<file path="src/rtl/stream_rr_arbiter.sv">
// Round-robin stream arbiter: grants one requester channel at a time for a
// burst of up to BURST_LEN transfers, then rotates priority past it.
// Combinational pass-through of the granted channel; no data buffering.
module stream_rr_arbiter #(
  parameter int unsigned DATA_WIDTH = 8,
  parameter int unsigned NUM_CH     = 4,
  parameter int unsigned BURST_LEN  = 4,
  localparam int unsigned LB_NUM_CH = $clog2(NUM_CH)
) (
  input  logic                         clk,
  input  logic                         rst,
  input  logic                         clear,
  input  logic [NUM_CH*DATA_WIDTH-1:0] in_data,
  input  logic [NUM_CH-1:0]            in_valid,
  output logic [NUM_CH-1:0]            in_ready,
  output logic [DATA_WIDTH-1:0]        out_data,
  output logic [LB_NUM_CH-1:0]         out_ch,
  output logic                         out_valid,
  input  logic                         out_ready,
  output logic                         busy
);

  localparam int unsigned BEAT_W = $clog2(BURST_LEN + 1);

  typedef enum logic {
    IDLE  = 1'b0,
    GRANT = 1'b1
  } state_t;

  state_t                 state_r, state_nxt;
  logic [LB_NUM_CH-1:0]   grant_r, grant_nxt;
  logic [LB_NUM_CH-1:0]   last_r, last_nxt;
  logic [BEAT_W-1:0]      beat_r, beat_nxt;
  logic [LB_NUM_CH-1:0]   pick;
  logic [DATA_WIDTH-1:0]  ch_data [NUM_CH];
  logic                   flush;

  assign flush = rst | clear;

  // Split the flat input bus into per-channel words.
  always_comb begin
    for (int c = 0; c < NUM_CH; c++) begin
      ch_data[c] = in_data[c*DATA_WIDTH +: DATA_WIDTH];
    end
  end

  // First valid channel starting at last_r+1, wrapping; scanning from the
  // farthest offset down leaves the nearest hit as the final assignment.
  always_comb begin
    pick = '0;
    for (int k = NUM_CH; k >= 1; k--) begin
      if (in_valid[LB_NUM_CH'((int'(last_r) + k) % NUM_CH)]) begin
        pick = LB_NUM_CH'((int'(last_r) + k) % NUM_CH);
      end
    end
  end

  // Output steering; flush forces every handshake low so no transfer can land.
  always_comb begin
    in_ready  = '0;
    out_valid = 1'b0;
    busy      = 1'b0;
    out_data  = ch_data[grant_r];
    out_ch    = grant_r;
    if (state_r == GRANT && !flush) begin
      out_valid         = in_valid[grant_r];
      in_ready[grant_r] = out_ready;
      busy              = 1'b1;
    end
  end

  // Next-state: arbitrate in IDLE, count beats and end bursts in GRANT.
  always_comb begin
    state_nxt = state_r;
    grant_nxt = grant_r;
    last_nxt  = last_r;
    beat_nxt  = beat_r;
    case (state_r)
      IDLE: begin
        if (|in_valid) begin
          grant_nxt = pick;
          beat_nxt  = '0;
          state_nxt = GRANT;
        end
      end
      GRANT: begin
        if (!in_valid[grant_r]) begin
          state_nxt = IDLE;
          last_nxt  = grant_r;
        end else if (out_ready) begin
          beat_nxt = beat_r + BEAT_W'(1);
          if (beat_r == BEAT_W'(BURST_LEN - 1)) begin
            state_nxt = IDLE;
            last_nxt  = grant_r;
          end
        end
      end
      default: state_nxt = IDLE;
    endcase
  end

  // State registers; rst/clear override every transition and give ch0 first priority.
  always_ff @(posedge clk) begin
    if (flush) begin
      state_r <= IDLE;
      grant_r <= '0;
      last_r  <= LB_NUM_CH'(NUM_CH - 1);
      beat_r  <= '0;
    end else begin
      state_r <= state_nxt;
      grant_r <= grant_nxt;
      last_r  <= last_nxt;
      beat_r  <= beat_nxt;
    end
  end

endmodule

</file>
<file path="config.mk">
export PLATFORM = sky130hd
export DESIGN_NAME = stream_rr_arbiter
export DESIGN_NICKNAME = d
export VERILOG_FILES = /design/src/rtl/stream_rr_arbiter.sv
export SDC_FILE = /design/constraint.sdc
export NUM_CORES = 1
export LEC_CHECK = 0
export CORE_MARGIN = 2
export CORE_UTILIZATION = 30
export CTS_CLUSTER_DIAMETER = 40
export DETAILED_ROUTE_END_ITERATION = 12
export GPL_ROUTABILITY_DRIVEN = 0
export HOLD_SLACK_MARGIN = 0.1
export MAX_ROUTING_LAYER = met4
export PLACE_DENSITY = 0.7
export SETUP_SLACK_MARGIN = 0.3
export SYNTH_ARGS = -nofsm -noshare
export SYNTH_HDL_FRONTEND = slang
export SYNTH_SLANG_ARGS = --single-unit
</file>
<file path="constraint.sdc">
create_clock -name clk -period 2.48 [get_ports clk]
set_clock_uncertainty 0.2 [all_clocks]
set_input_delay 0.248 -clock clk [delete_from_list [all_inputs] [get_ports clk]]
set_output_delay 0.248 -clock clk [all_outputs]
set_load 0.01 [all_outputs]
</file>
[Word-level counts from Yosys, hierarchy flattened]
Cells that the tools add are included.
W data, S select, Z words.
Cells by class
  eq/ne operators: 6
  $lt $le $gt $ge: 7
  bitwise gates (word level): 4
  reductions and logical operators: 7
  multiplexer cells: 34
  add/sub/neg operators: 5
Operators with widths (count)
  $bmux W8 S2: 1
  $mux W8: 2
  $lt A2 B3 Y1 const B: 5
  $mux W2: 7
  $mux W1: 12
  $bmux W1 S2: 5
  $mux W3: 3
  $ne A2 B2 Y1 const B: 3
  $pmux W3 S2: 1
  $reduce_and A3 Y1: 2
  $add A2 B1 Y2 const B: 2
  $add A2 B2 Y2 const B: 2
  $and A4 B4 Y4: 1
  $mux W4: 1
  $ne A2 B1 Y1 const B: 2
  $reduce_or A4 Y1: 1
  $add A3 B1 Y3 const B: 1
  $eq A3 B2 Y1 const B: 1
  $ge A3 B3 Y1 const B: 1
  $not A2 Y3: 1
  $demux W1 S2: 1
  $ge A2 B1 Y1 const B: 1
  $logic_and A1 B1 Y1: 2
  $pmux W1 S2: 1
  other kinds (4): 4
Storage, ports and cells
  input bits: 40
  register bits after elaboration: 8
  word-level logic and storage cells: 67

[Logic depth before layout (Yosys ltp)]
  depth after elaboration: 7
  gate-level depth with buffers: 6

[Least setup slack after synthesis]
OpenSTA, ideal clock, no wires.
  path kind: register to register
  start: register beat_r[0]
  end: register last_r[1]
  cell stages (with the launch flop): 7
  required time: 2.157 ns
  path slack: 0.750 ns
  period minus slack after synthesis: 1.730 ns
  arrival: 1.408 ns
  cells stage by stage: dfxtp_1 -> ha_1 -> ha_1 -> nand2_1 -> or3b_1 -> a41oi_1 -> o21ai_1
On the way
  longest elaborated chain between the ends: 3
RTL lines
  from (decl): RTL line 33  | logic [BEAT_W-1:0] beat_r, beat_nxt;
  from (signal assigned): RTL line 113  | beat_r <= beat_nxt;
  $eq A3 B2 Y1: RTL line 92  | if (beat_r == BEAT_W'(BURST_LEN - 1)) begin
  $ne A2 B1 Y1 (no line)
  $reduce_and A3 Y1 (no line)
  to (signal assigned): RTL line 107  | last_r <= LB_NUM_CH'(NUM_CH - 1);
  to (signal assigned): RTL line 112  | last_r <= last_nxt;
  to (decl): RTL line 32  | logic [LB_NUM_CH-1:0] last_r, last_nxt;
Every way passes these cells.
A chain may end at the register's enable or synchronous reset.

[Worst setup path after layout]
  start: register grant_r[0] (netlist: out_ch[0])
  end: output out_data[7]
On the way
  longest elaborated chain between the ends: 4
RTL lines
  from (decl): RTL line 31  | logic [LB_NUM_CH-1:0] grant_r, grant_nxt;
  from (signal assigned): RTL line 111  | grant_r <= grant_nxt;
  $not A2 Y3 (implied by the code): RTL line 63  | out_data = ch_data[grant_r];
  $bmux W8 S2: RTL line 63
  $mux W8 (implied by the code) (2 in a row): RTL line 63
  to (decl): RTL line 16  | output logic [DATA_WIDTH-1:0] out_data,
Every way passes these cells. The select of a mux whose other input is x is not followed.

==> flow_metrics.py <==
metrics = {
    "worst_setup_path": {
        "crit_end": "out_data[7]",
        "worstPathMaxFanout": 5,
        "cp-end-kind": "output port",
        "ff2ff_setup_slack_ns": 0.64,
        "worst-r2r-cell-count": 6,
        "crit_required_ns": 2.03,
        "worstPathArrival_ns": 1.67,
        "crit_start": "out_ch[0]",
        "worstReg2RegStart": "beat_r[0]",
        "startpoint_type": "flop",
        "r2r_end": "last_r[1]",
        "critical_path_class": "flop to output port",
    },
    "drt": {
        "ant_nets": 0,
        "dr.pass1.iters": 4,
        "viasPerCell": 5.364,
        "num_vias": 928,
        "remaining_drc_errors": 0,
        "wire_per_inst_um": 14.03,
        "drtIter0Drc": 21,
        "routed_wirelength_um": 2428,
    },
    "global_route": {
        "grt_first_pass_wirelength_um": 4064,
        "grtUsageTotal_pct": 16.48,
        "gr-total-overflow": 0,
        "grt_pass1_vias": 919,
        "antenna_found_initial": 0,
        "grt_max_degree": 16,
    },
    "power_and_ir_drop": {
        "p_clk_share_pct": 26.7,
        "powerDensity_mw_per_mm2": 288.8,
        "seqPwrFrac_pct": 33.9,
        "p_comb_share_pct": 39.4,
        "p_leak_nw": 0.6201,
        "internal_power_mw": 0.2952,
        "vdd_drop_max_v": 0.0002857,
        "swShare_pct": 27.57,
        "switchingPower_mw": 0.1124,
    },
    "sta": {
        "worst_slew_pin_slew_ns": 0.2649,
        "rsz0062_at_grt": "false",
        "maxSlewHeadroom_pct": 81.99,
        "period_needed_ns": 2.122,
        "fin_crit_sh_pct": 85.56,
        "fmax_ghz": 0.4713,
        "final_max_slew_viol_count": 0,
        "hold_viol": 0,
        "finalSetupTns_ns": 0,
        "finalSetupViolCount": 0,
    },
    "synthesis": {
        "avgSynthCellArea_um2": 9.369,
        "syn_nets": 128,
        "synthFlopType": "dfxtp_1",
        "yosys_register_bits": 8,
        "async_flop_share_pct": 0,
        "synth_warnings": 0,
        "syn_inst": 86,
        "synth_edf_count": 0,
        "yosysTopAreaCellShare_pct": 19.88,
        "ys_seq_area_share_pct": 19.88,
        "synthesis.area_um2": 805.8,
        "synth_top_area_cell": "dfxtp_1",
        "yosysUniqueCellTypes": 34,
        "synthTopCellsByArea": "dfxtp_1 20%, mux4_2 14%, mux4_1 9.8%",
    },
    "die": {
        "design.die.area_mm2": 0.003116,
        "initial_utilization_pct": 31.94,
        "core_area_mm2": 0.002522,
        "die_y_um": 55.83,
        "ios": 56,
        "fp-row-count": 18,
        "die_w_um": 55.83,
    },
    "clock_network": {
        "clk_latency_ns": 0.26,
        "clkTransAtPathRegs_ns": 0.07,
        "root_buffer": "clkbuf_4",
        "cts.sinks": 8,
        "cts_max_level": 1,
        "cts_tree": "done",
        "clockBufferDepth": 2,
        "numCtsBuffers": 3,
    },
    "placement": {
        "dpl-instance-area_mm2": 0.001368,
        "portBuffers": 55,
        "post-dp-hpwl_um": 1967,
    },
    "layout": {
        "n_antenna_cell": 0,
        "drive_above_1_share_pct": 14.69,
        "stdcell_area_mm2": 0.001411,
        "final_common_cell": "clkdlybuf4s50_1",
        "syn_to_final_growth_pct": 75.15,
        "layout.nets": 187,
        "final_cell_mix": "44 x clkdlybuf4s50_1, 8 x nand2_1, 8 x a21oi_1",
    },
    "status": {
        "outcome": "finished, final reports clean",
    },
    "hold_path": {
        "worstHoldPathType": "flop to flop",
    },
    "job": {
        "drv_cap": 0,
    },
}
-- worst max-delay path, cell delays in order (launching register included) --
cell             delay, ns
dfxtp_4               0.38
mux4_1                0.54
clkdlybuf4s50_1       0.49
-- area by class of cell --
class / count / area (um2)
timing repair buffer: 60 / 596.8
fill: 256 / 1111
inverter: 3 / 11.26
tap: 30 / 37.54
clock buffer: 3 / 22.52
multi-input combinational: 69 / 576.8
sequential: 8 / 166.4
-- logic make-up after synthesis --
family | Yosys count | share of synthesized area [%]
AND/OR/NAND/NOR | 35 | 22.67
buffers and inverters | 9 | 9.317
multiplexers | 13 | 30.13
adder cells (fa/ha/maj) | 2 | 3.105
AO/OA/AOI/OAI | 19 | 14.91
flip-flops | 8 | 19.88
-- worst min path at each step --
stage	start	to	cells past startpoint
after floorplan	beat_r[0]	beat_r[0]	1
after global placement	beat_r[2]	beat_r[2]	2
after detailed placement	beat_r[2]	beat_r[2]	2
after CTS	beat_r[1]	beat_r[1]	2
after global routing	beat_r[2]	beat_r[2]	2
final	beat_r[2]	beat_r[2]	2
-- routing by layer --
layer,track usage [%],part of all wire (%),vias up
met2,30.78,51,46
met1,17.79,41,429
met3,2.558,6.9,6
li1,-,-,447
met5,-,0,-
met4,5.102,0.91,0
-- power by group through the flow --
stage          combinational, mW  clock, mW  sequential [mW]
2_1_floorplan             0.0691          0            0.137
6_report                   0.161      0.109            0.138
4_1_cts                    0.162      0.109            0.138
3_5_place_dp               0.165          0            0.141
3_3_place_gp               0.163          0            0.140
5_1_grt                    0.172      0.115            0.139
-- registers in the layout, indices dropped and copies added, names as in the netlist --
signal / cells
out_ch: 2
state_r: 1
last_r: 2
beat_r: 3
-- through the flow --
stage | setup WS, ns | utilization (%) | hold slack, ns | instances | power (mW)
after floorplan | 0.7495 | - | 0.2475 | 86 | 0.2064
after global routing | 0.3193 | 55.95 | 0.3073 | 173 | 0.4263
after detailed placement | 0.2219 | 54.22 | 0.2763 | 170 | 0.3059
after global placement | 0.2479 | 54.22 | 0.2602 | 170 | 0.3031
final | 0.3581 | 55.95 | 0.2839 | 173 | 0.4076
after CTS | 0.3064 | 55.31 | 0.2859 | 173 | 0.4090
-- what timing repair did --
action	in CTS	in global routing
hold buffers	0	0
gates resized for setup	12	7
setup endpoints to repair	12	7
setup buffers	0	0
-- synthesized netlist by cell type, types with 2 or more instances --
library cell,n
ha_1,2
mux4_2,5
mux2i_1,4
and2_1,2
and3_1,2
o31ai_1,2
inv_1,3
nand2b_1,2
dfxtp_1,8
a21oi_1,8
nand2_1,8
o21ai_0,2
nand4_1,3
nand3_1,4
mux4_1,3
nor2_1,7
clkbuf_8,3
nor2b_1,2
Note: power is estimated with default switching activity, not from simulation.
